File: src/rtl/vga_window_scanner_if.sv
// Pixel-side bus of the window scanner: picture enable, image ROM port and VGA DAC pins.
interface vga_window_scanner_if #(
  parameter int unsigned CW = 8,
  parameter int unsigned AW = 16
);
  logic            en;
  logic [3*CW-1:0] rom_q;
  logic [AW-1:0]   rom_addr;
  logic [CW-1:0]   vga_r;
  logic [CW-1:0]   vga_g;
  logic [CW-1:0]   vga_b;
  logic            vga_hs;
  logic            vga_vs;
  logic            vga_blank_n;
  logic            vga_sync_n;
  logic            frame_start;

  modport master (
    input  en, rom_q,
    output rom_addr, vga_r, vga_g, vga_b, vga_hs, vga_vs, vga_blank_n, vga_sync_n, frame_start
  );

  modport slave (
    output en, rom_q,
    input  rom_addr, vga_r, vga_g, vga_b, vga_hs, vga_vs, vga_blank_n, vga_sync_n, frame_start
  );
endinterface

File: src/rtl/vga_window_scanner.sv
// VGA timing generator with a replicated ROM picture window; flags are delayed to line up with ROM data.
module vga_window_scanner #(
  parameter int unsigned     HA         = 640,
  parameter int unsigned     HF         = 16,
  parameter int unsigned     HS         = 96,
  parameter int unsigned     HB         = 48,
  parameter int unsigned     VA         = 480,
  parameter int unsigned     VF         = 10,
  parameter int unsigned     VS         = 2,
  parameter int unsigned     VB         = 33,
  parameter bit              HS_POL     = 1'b0,
  parameter bit              VS_POL     = 1'b0,
  parameter int unsigned     PIC_H      = 280,
  parameter int unsigned     PIC_V      = 210,
  parameter int unsigned     PIC_X      = 0,
  parameter int unsigned     PIC_Y      = 0,
  parameter int unsigned     SCALE_LOG2 = 0,
  parameter int unsigned     ROM_LAT    = 1,
  parameter int unsigned     CW         = 8,
  parameter int unsigned     AW         = 16,
  parameter logic [3*CW-1:0] BG_COLOR   = '0
) (
  input logic            clk25,
  input logic            KEY0,
  vga_window_scanner_if.master bus
);
  localparam int unsigned HT       = HA + HF + HS + HB;
  localparam int unsigned VT       = VA + VF + VS + VB;
  localparam int unsigned HW       = $clog2(HT);
  localparam int unsigned VW       = $clog2(VT);
  localparam int unsigned REP      = 1 << SCALE_LOG2;
  localparam int unsigned WIN_W    = PIC_H << SCALE_LOG2;
  localparam int unsigned WIN_H    = PIC_V << SCALE_LOG2;
  localparam int unsigned D        = 1 + ROM_LAT;
  localparam int unsigned HS_START = HA + HF;
  localparam int unsigned VS_START = VA + VF;

  // Reject windows that do not fit the active area or the ROM address space
  if (PIC_X + WIN_W > HA) begin : g_bad_x
    $error("picture window exceeds active width");
  end
  if (PIC_Y + WIN_H > VA) begin : g_bad_y
    $error("picture window exceeds active height");
  end
  if (64'(PIC_H) * 64'(PIC_V) > (64'd1 << AW)) begin : g_bad_aw
    $error("picture does not fit the ROM address width");
  end
  if (SCALE_LOG2 > 2) begin : g_bad_scale
    $error("SCALE_LOG2 must be 0..2");
  end
  if (ROM_LAT < 1 || ROM_LAT > 4) begin : g_bad_lat
    $error("ROM_LAT must be 1..4");
  end

  logic [HW-1:0]   hcnt;
  logic [VW-1:0]   vcnt;
  logic [31:0]     hx, vx, hrel, vrel;
  logic            h_last, at_origin;
  logic            en_frame, en_cur_c;
  logic            active_c, hsync_c, vsync_c, win_c;
  logic [D-1:0]    act_p, win_p, fs_p, hs_p, vs_p;
  logic [AW-1:0]   rom_addr_r, line_base, lb_cur;
  logic [1:0]      hsub, vsub, vs_cur;
  logic [3*CW-1:0] rgb_c;

  assign hx        = 32'(hcnt);
  assign vx        = 32'(vcnt);
  assign hrel      = hx - PIC_X;
  assign vrel      = vx - PIC_Y;
  assign h_last    = (hx == HT - 1);
  assign at_origin = (hcnt == '0) && (vcnt == '0);

  // Stage-0 flags; the enable seen at (0,0) governs the whole frame, including pixel (0,0)
  always_comb begin
    en_cur_c = at_origin ? bus.en : en_frame;
    active_c = (hx < HA) && (vx < VA);
    hsync_c  = (hx - HS_START) < HS;
    vsync_c  = (vx - VS_START) < VS;
    win_c    = en_cur_c && (hrel < WIN_W) && (vrel < WIN_H);
    lb_cur   = at_origin ? '0 : line_base;
    vs_cur   = at_origin ? '0 : vsub;
  end

  // Pixel and line counters, frame-latched picture enable
  always_ff @(posedge clk25 or negedge KEY0) begin
    if (!KEY0) begin
      hcnt     <= '0;
      vcnt     <= '0;
      en_frame <= 1'b0;
    end else begin
      if (at_origin) en_frame <= bus.en;
      if (h_last) begin
        hcnt <= '0;
        vcnt <= (vx == VT - 1) ? '0 : vcnt + VW'(1);
      end else begin
        hcnt <= hcnt + HW'(1);
      end
    end
  end

  // ROM address: column replication counter within a line, restarting from the line base
  always_ff @(posedge clk25 or negedge KEY0) begin
    if (!KEY0) begin
      rom_addr_r <= '0;
      hsub       <= '0;
    end else if (win_c) begin
      if (hrel == 0) begin
        rom_addr_r <= lb_cur;
        hsub       <= '0;
      end else if (hsub == 2'(REP - 1)) begin
        rom_addr_r <= rom_addr_r + AW'(1);
        hsub       <= '0;
      end else begin
        hsub <= hsub + 2'd1;
      end
    end else if (at_origin) begin
      rom_addr_r <= '0;
      hsub       <= '0;
    end
  end

  // Line base advances by one ROM row after every REP window lines
  always_ff @(posedge clk25 or negedge KEY0) begin
    if (!KEY0) begin
      line_base <= '0;
      vsub      <= '0;
    end else if (win_c && (hrel == WIN_W - 1)) begin
      if (vs_cur == 2'(REP - 1)) begin
        line_base <= lb_cur + AW'(PIC_H);
        vsub      <= '0;
      end else begin
        line_base <= lb_cur;
        vsub      <= vs_cur + 2'd1;
      end
    end else if (at_origin) begin
      line_base <= '0;
      vsub      <= '0;
    end
  end

  // Delay flags by D cycles so sync/blank/select meet the ROM data
  always_ff @(posedge clk25 or negedge KEY0) begin
    if (!KEY0) begin
      act_p <= '0;
      win_p <= '0;
      fs_p  <= '0;
      hs_p  <= {D{~HS_POL}};
      vs_p  <= {D{~VS_POL}};
    end else begin
      act_p <= {act_p[D-2:0], active_c};
      win_p <= {win_p[D-2:0], win_c};
      fs_p  <= {fs_p[D-2:0], at_origin};
      hs_p  <= {hs_p[D-2:0], hsync_c ? HS_POL : ~HS_POL};
      vs_p  <= {vs_p[D-2:0], vsync_c ? VS_POL : ~VS_POL};
    end
  end

  // Colour select from delayed flags
  always_comb begin
    rgb_c = '0;
    if (win_p[D-1])      rgb_c = bus.rom_q;
    else if (act_p[D-1]) rgb_c = BG_COLOR;
  end

  assign bus.rom_addr    = rom_addr_r;
  assign bus.vga_r       = rgb_c[3*CW-1 -: CW];
  assign bus.vga_g       = rgb_c[2*CW-1 -: CW];
  assign bus.vga_b       = rgb_c[CW-1:0];
  assign bus.vga_hs      = hs_p[D-1];
  assign bus.vga_vs      = vs_p[D-1];
  assign bus.vga_blank_n = act_p[D-1];
  assign bus.vga_sync_n  = 1'b1;
  assign bus.frame_start = fs_p[D-1];
endmodule

File: src/flat_wrapper.sv
// flat-port wrapper written by rule: the top's interface ports become plain ports
module vga_window_scanner_flat 
#(
  parameter int unsigned     HA         = 640,
  parameter int unsigned     HF         = 16,
  parameter int unsigned     HS         = 96,
  parameter int unsigned     HB         = 48,
  parameter int unsigned     VA         = 480,
  parameter int unsigned     VF         = 10,
  parameter int unsigned     VS         = 2,
  parameter int unsigned     VB         = 33,
  parameter bit              HS_POL     = 1'b0,
  parameter bit              VS_POL     = 1'b0,
  parameter int unsigned     PIC_H      = 280,
  parameter int unsigned     PIC_V      = 210,
  parameter int unsigned     PIC_X      = 0,
  parameter int unsigned     PIC_Y      = 0,
  parameter int unsigned     SCALE_LOG2 = 0,
  parameter int unsigned     ROM_LAT    = 1,
  parameter int unsigned     CW         = 8,
  parameter int unsigned     AW         = 16,
  parameter logic [3*CW-1:0] BG_COLOR   = '0
)
  (clk25, KEY0, bus_en, bus_rom_q, bus_rom_addr, bus_vga_r, bus_vga_g, bus_vga_b, bus_vga_hs, bus_vga_vs, bus_vga_blank_n, bus_vga_sync_n, bus_frame_start);
  vga_window_scanner_if #(.CW(CW), .AW(AW)) bus_i ();
  input logic clk25;
  input logic KEY0;
  input wire logic [$bits(bus_i.en)-1:0] bus_en;
  input wire logic [$bits(bus_i.rom_q)-1:0] bus_rom_q;
  output wire logic [$bits(bus_i.rom_addr)-1:0] bus_rom_addr;
  output wire logic [$bits(bus_i.vga_r)-1:0] bus_vga_r;
  output wire logic [$bits(bus_i.vga_g)-1:0] bus_vga_g;
  output wire logic [$bits(bus_i.vga_b)-1:0] bus_vga_b;
  output wire logic [$bits(bus_i.vga_hs)-1:0] bus_vga_hs;
  output wire logic [$bits(bus_i.vga_vs)-1:0] bus_vga_vs;
  output wire logic [$bits(bus_i.vga_blank_n)-1:0] bus_vga_blank_n;
  output wire logic [$bits(bus_i.vga_sync_n)-1:0] bus_vga_sync_n;
  output wire logic [$bits(bus_i.frame_start)-1:0] bus_frame_start;
  assign bus_i.en = bus_en;
  assign bus_i.rom_q = bus_rom_q;
  assign bus_rom_addr = bus_i.rom_addr;
  assign bus_vga_r = bus_i.vga_r;
  assign bus_vga_g = bus_i.vga_g;
  assign bus_vga_b = bus_i.vga_b;
  assign bus_vga_hs = bus_i.vga_hs;
  assign bus_vga_vs = bus_i.vga_vs;
  assign bus_vga_blank_n = bus_i.vga_blank_n;
  assign bus_vga_sync_n = bus_i.vga_sync_n;
  assign bus_frame_start = bus_i.frame_start;
  vga_window_scanner #(.HA(HA), .HF(HF), .HS(HS), .HB(HB), .VA(VA), .VF(VF), .VS(VS), .VB(VB), .HS_POL(HS_POL), .VS_POL(VS_POL), .PIC_H(PIC_H), .PIC_V(PIC_V), .PIC_X(PIC_X), .PIC_Y(PIC_Y), .SCALE_LOG2(SCALE_LOG2), .ROM_LAT(ROM_LAT), .CW(CW), .AW(AW), .BG_COLOR(BG_COLOR)) u_core (.clk25(clk25), .KEY0(KEY0), .bus(bus_i));
endmodule
File: config.mk
export PLATFORM = sky130hd
export DESIGN_NAME = vga_window_scanner_flat
export DESIGN_NICKNAME = d
export VERILOG_FILES = /design/src/rtl/vga_window_scanner_if.sv /design/src/rtl/vga_window_scanner.sv /design/src/flat_wrapper.sv
export SDC_FILE = /design/constraint.sdc
export NUM_CORES = 1
export LEC_CHECK = 0
export ABC_AREA = 1
export CAP_MARGIN = 20
export CORE_ASPECT_RATIO = 0.75
export CORE_MARGIN = 1.5
export CORE_UTILIZATION = 53
export CTS_CLUSTER_SIZE = 20
export DETAILED_ROUTE_END_ITERATION = 8
export PLACE_DENSITY = 0.78
export SKIP_CTS_REPAIR_TIMING = 1
export SKIP_LAST_GASP = 1
export SLEW_MARGIN = 0
export SYNTH_ARGS = -nofsm -noshare
export SYNTH_HDL_FRONTEND = slang
export SYNTH_SLANG_ARGS = --single-unit
File: constraint.sdc
create_clock -name clk25 -period 2.8 [get_ports clk25]
set_clock_uncertainty 0.05 [all_clocks]
set_input_delay 0.56 -clock clk25 [delete_from_list [all_inputs] [get_ports clk25]]
set_output_delay 0.56 -clock clk25 [all_outputs]
set_load 0.02 [all_outputs]
* After elaboration in Yosys (flattened, before gate mapping) *
Cells that the tools add are included.

storage, ports and cells
  RAM bits = 0
  memory bits (read-only) = 0
  bits in latches = 0
  memories kept = 0
  logic and storage cells = 62
  register bits after elaboration = 67
  input port bits = 27

operators by class
  order comparisons = 6
  divide/modulo/power cells = 0
  multipliers = 0
  muxes and demuxes = 20
  bitwise logic cells = 0
  shift operators = 0
  reduce and logical (&&, ||, !) cells = 12
  eq/ne operators = 4
  add/sub/neg operators = 8

operator list
  kind                                                                   number
  16-bit two-way mux                                                     7
  32-bit zero test                                                       1
  32-bit by 2-bit < comparator with 1-bit output, second input constant  1
  32-bit by 7-bit < comparator with 1-bit output, second input constant  1
  24-bit two-way mux                                                     1
  10-bit by 1-bit adder with 10-bit output, second input constant        2
  10-bit == test, second input constant                                  2
  10-bit zero test                                                       2
  10-bit by 9-bit < comparator with 1-bit output, second input constant  2
  10-bit two-way mux                                                     2
  16-bit by 1-bit adder with 16-bit output, second input constant        1
  16-bit by 9-bit adder with 16-bit output, second input constant        1
  2-bit two-way mux                                                      7
  10-bit by 10-bit subtractor with 11-bit output, second input constant  1
  10-bit by 9-bit subtractor with 11-bit output, second input constant   1
  10-bit by 9-bit == test with 1-bit output, second input constant       1
  10-bit < comparator, second input constant                             1
  10-bit by 8-bit < comparator with 1-bit output, second input constant  1
  1-bit logical AND                                                      5
  2-bit by 1-bit adder with 2-bit output, second input constant          2
  2-bit zero test                                                        2
  1-bit two-way mux                                                      3
  3-bit inequality test, second input constant                           1
  2-bit AND reduction                                                    1
  2-bit nonzero test                                                     1

* Logic depth before layout (Yosys ltp) *
  depth after elaboration = 7
  gate-level depth with buffers = 18
  mapped depth without buffers = 16

* Worst setup path after synthesis *
No wires, ideal clock.

  path kind = register to register
  start = register u_core.hcnt[4]
  end = register u_core.line_base[15]
  required time = 2.634 ns
  setup slack = 0.361 ns
  library setup time = 0.116 ns
  arrival = 2.272 ns
  buffers on the path = 2
  period minus slack after synthesis = 2.439 ns
  stages on the path, launching flop included = 17
  path through = dfrtp_1 > inv_1 > ha_1 > nand3_4 > nor2_8 > nand2_4 > buf_4 > buf_6 > nand2_1 > ha_1 > inv_1 > nor3_1 > nand2_1 > nor2_1 > nand2_1 > nand2_1 > nand2_1

on the way
  cells in the longest elaborated chain, start to end = 7
  elaborated cells between the ends (all ways) = 14
  those cells by class = add/sub (1); order compare (1); eq/ne (1); mux (5); reduce/logical (6)

ends and longest elaborated chain
  what                                                                                              RTL line                   RTL
  from (decl)                                                                                       vga_window_scanner.sv:55   logic [HW-1:0] hcnt;
  from (signal assigned)                                                                            vga_window_scanner.sv:96   hcnt <= hcnt + HW'(1);
  parallel branches: the longest is 6 deep, another holds 16-bit by 9-bit adder with 16-bit output  -
  16-bit two-way mux *                                                                              vga_window_scanner.sv:127  end else if (win_c && (hrel == WIN_W - 1)) begin
  to (signal assigned)                                                                              vga_window_scanner.sv:129  line_base <= lb_cur + AW'(PIC_H);
  to (signal assigned)                                                                              vga_window_scanner.sv:132  line_base <= lb_cur;
  to (decl)                                                                                         vga_window_scanner.sv:62   logic [AW-1:0] rom_addr_r, line_base, lb_cur;

Mark *: on every way between the ends.
A chain may end at the register's enable or synchronous reset.

* Worst setup path after layout *
  start = register u_core.win_p[1]
  end = output bus_vga_b[4]

on the way
  cells in the longest elaborated chain, start to end = 1

ends and longest elaborated chain
  what                    RTL line                   RTL
  from (decl)             vga_window_scanner.sv:61   logic [D-1:0] act_p, win_p, fs_p, hs_p, vs_p;
  from (signal assigned)  vga_window_scanner.sv:151  win_p <= {win_p[D-2:0], win_c};
  24-bit two-way mux      vga_window_scanner.sv:161  if (win_p[D-1]) rgb_c = bus.rom_q;
  to (decl)               flat_wrapper.sv:33         output wire logic [$bits(bus_i.vga_b)-1:0] bus_vga_b;

Every way passes these cells.

==> summary by stage <==
Yosys
Yosys printed 0 warnings. Among all flip-flop cells after synthesis, the most frequent one is dfrtp_1. In the post-synthesis netlist, the biggest area contributors are dfrtp_1 39%, nand2_1 13%, inv_1 7.2%.

The area share of the leading cell type in the synthesized netlist is 0.386. Counting flops and latches in the post-synthesis netlist gives 67. By count the netlist is led by 136 x nand2_1, 78 x inv_1, 63 x dfrtp_1.

The cell type contributing the most total cell area after synthesis is dfrtp_1. The number of distinct library cells after synthesis is 44. After synthesis the cells add up to 4080 sq um. The number of standard cells after synthesis is 536. The part of the Yosys area used for sequential elements is 0.412. By instance count, the leading cell after synthesis is nand2_1. In this run, synthesis inferred 0 flip-flops with an integrated enable. The async set-reset flop share out of synthesis is 1.00. The net count after synthesis is 579. The mean instance size in the synthesized netlist is 7.61 sq um.

Worst setup path
Traced cell by cell, the critical path runs through nand2_1 -> inv_1 -> clkdlybuf4s50_1. The data arrival at the endpoint of the critical path is 1.95 ns. The number of buffers and inverters on the critical path is 2.

The worst setup path is launched from a register. The endpoint class of the critical path is a primary output. Of all nets on the critical path, the largest fanout is 24. The critical path in this run is classified as reg2out.

Among cell families on the critical path, the largest total delay comes from flip-flops. The slowest stage of the critical path is the dfrtp_1 cell. The data required time at the worst endpoint is 2.19 ns.

The peak per-stage delay on the critical path is 0.78 ns.

Route
The violation count after the first detailed-route iteration is 262. Summing over every cut layer, the via total after detailed routing is 3740. The routed via count divided by cell count is 5.22. After detailed routing, the average wire length per cell comes to 13.0 microns. After detailed routing, the number of remaining DRC violations is 0. Once detail routing completed, the nets flagged for antenna violations numbered 0. The number of optimization iterations in the first detailed-route pass is 5. The total wire length is 9300 microns.

Placement
The count of buffers from port buffering is 70. The weighted congestion reported at the end of routability-driven placement is 0.950. Summed over all nets, the half-perimeter wirelength after detailed placement is 7060 microns.

Timing
The number of endpoints with negative hold slack in the final report is 0. At the pin with the least slew margin, the transition time is 0.676 ns. The maximum clock frequency is 390 MHz. The final critical-path required period is 2.56 ns.

Dividing the final minimum period by the clock period gives 0.916. Setup total negative slack on the finished layout was measured at 0 ns. The worst-case headroom to the max-slew limit is 0.550. The max-slew violation count is 0. Setup repair after global routing left no endpoint under its margin. Setup violations remaining at the end of the flow were counted as 0.

Global route
Entering global routing, the biggest net connects 46 pins. The initial antenna violation count is 0. The global route total overflow is 0. The via count of the first global-routing pass is 3300. The first-pass GRT wire length is 15700 microns.

Across every metal layer, demand over resource in global routing totals 0.238.

Clock network
In this run the clock root is driven by a clkbuf_8. The number of clock sinks seen by CTS is 67. After clock tree synthesis, the clock-pin slew on the worst setup and hold paths is 0.07 ns. The number of CTS-inserted buffers is 9. The clock latency of the later-clocked register in the worst-skew pair is 0.35 ns. The buffer depth of the longest clock path is 2. In this run the number of H-tree levels came out at 3. TritonCTS built the clock tree.

Pwr
After layout, the design draws a total of 2000 uW. The leakage power is 0.00245 uW. The power per cell area is 398 nW/um^2.

IR analysis of the VDD net gives a maximum drop of 0.245 mV.

Worst hold path
The path class of the tightest hold or removal check is in2async.

Cells and area
The total of fill cells in the finished design is 588. The layout overhead on the synthesized area is 23.5%. The net count of the finished layout is 654. 0 antenna diodes ended up in the layout.

In the final layout, the share of cells above drive strength 1 is 0.0877.

Die
The initial utilization of the core area, before any placement, comes to 0.552. The die span in y is 79.0 microns. After floorplanning, the core was divided into 27 placement rows.

The I/O pin total is 72. The floorplan step defined a die boundary enclosing 8240 sq um. In this run the standard cell core region covers 7400 sq um. Measured along the x axis, the die boundary spans 104 microns.

Flow run
The number of maximum-capacitance constraint violations is 0.

Status
The run finished with clean final reports.
-- kinds of logic (layout without fill, tap and decap cells) --
group                      count (synthesis)  in the layout  share of synthesized area
buffers and inverters                     94            174                     0.0941
DFF                                       67             67                      0.412
xor gates and xnor gates                  12             12                     0.0258
AOI/OAI and AO/OA                         66             66                     0.0923
other                                      1              1                   0.000919
adders and majority gates                 16             16                     0.0490
and+or+nand+nor                          280            280                      0.326
-- power by group --
part           leakage (uW)  switching (uW)  internal, uW
clock network     0.0000791             372           317
logic               0.00148             155           137
registers          0.000886            31.6           991
-- worst register-to-register path: stages (launching register included) --
cell and delay [ns]:
dfrtp_1 0.41, inv_1 0.13, ha_1 0.19, nand3_1 0.08
nor2_1 0.25, nand2_4 0.20, nand2_1 0.16, ha_1 0.22
inv_1 0.11, nor3_1 0.21, nand2_1 0.07, nor2_1 0.12
nand2_1 0.07, nand2_1 0.06, nand2_1 0.04
-- layer usage --
| metal | track usage | part of all wire | up-vias |
|---|---|---|---|
| met5 | 0 | 0 | - |
| met4 | 0.0472 | 0.0056 | 0 |
| met3 | 0.0673 | 0.093 | 7 |
| met2 | 0.369 | 0.43 | 177 |
| met1 | 0.336 | 0.47 | 1705 |
| li1 | - | - | 1851 |
-- final timing paths --
path,from,endpoint,slack (ns),cells after the start
max in group asynchronous,KEY0,u_core.vs_p[1]$_DFF_PN1_,1.88,2
max reg2reg,u_core.vcnt[1]$_DFFE_PN0N_,u_core.line_base[15]$_DFF_PN0_,0.33,14
min,KEY0,u_core.hcnt[8]$_DFF_PN0_,0.14,1
min in group clk25,u_core.win_p[0]$_DFF_PN0_,u_core.win_p[1]$_DFF_PN0_,0.30,0
min reg2reg,u_core.win_p[0]$_DFF_PN0_,u_core.win_p[1]$_DFF_PN0_,0.30,0
max,u_core.win_p[1]$_DFF_PN0_,bus_vga_b[4],0.24,3
-- state kept, by name, indices dropped and copies added (netlist names) --
signal / flops
u_core.bus.rom_addr: 16
u_core.line_base: 16
u_core.hcnt: 10
u_core.vcnt: 10
u_core.act_p: 2
u_core.fs_p: 2
u_core.hs_p: 2
u_core.hsub: 2
u_core.vs_p: 2
u_core.vsub: 2
u_core.win_p: 2
u_core.en_frame: 1
-- layout by cell type (no fill, tap or decap), types with 8 or more instances in the layout --
cell type / synthesis / final
nor2_1: 57 / 57
ha_1: 16 / 16
clkdlybuf4s50_1: 0 / 69
dfrtp_1: 63 / 63
nor3_1: 8 / 8
nand3_1: 49 / 49
clkbuf_8: 0 / 9
inv_1: 78 / 78
o21ai_1: 9 / 9
o21ai_0: 21 / 21
nand2_1: 136 / 136
a21oi_1: 22 / 22
-- layout make-up --
type	count	area, sq um	share of cell area
inverters	84	315	0.0626
clock inverters	5	30.0	0.00596
flip-flops and latches	67	1680	0.334
well taps	101	126	0.0251
multi-input cells	375	2020	0.400
clock buffers	11	131	0.0261
repair buffers	74	738	0.147
-- metrics by stage --
stage / setup WS, ns / std cells / hold WS, ns / instance area (sq um) / util
finish: 0.236 / 717 / 0.142 / 5040 / 0.681
global route: 0.0408 / 717 / 0.177 / 5040 / 0.681
CTS: 0.225 / 717 / 0.162 / 5040 / 0.681
detailed placement: 0.343 / 701 / 0.288 / 4880 / 0.659
global placement: 0.432 / 701 / 0.282 / 4880 / 0.659
floorplan: 0.361 / 536 / 0.214 / 4080 / -
No activity file was read; power rests on OpenSTA's default activity.
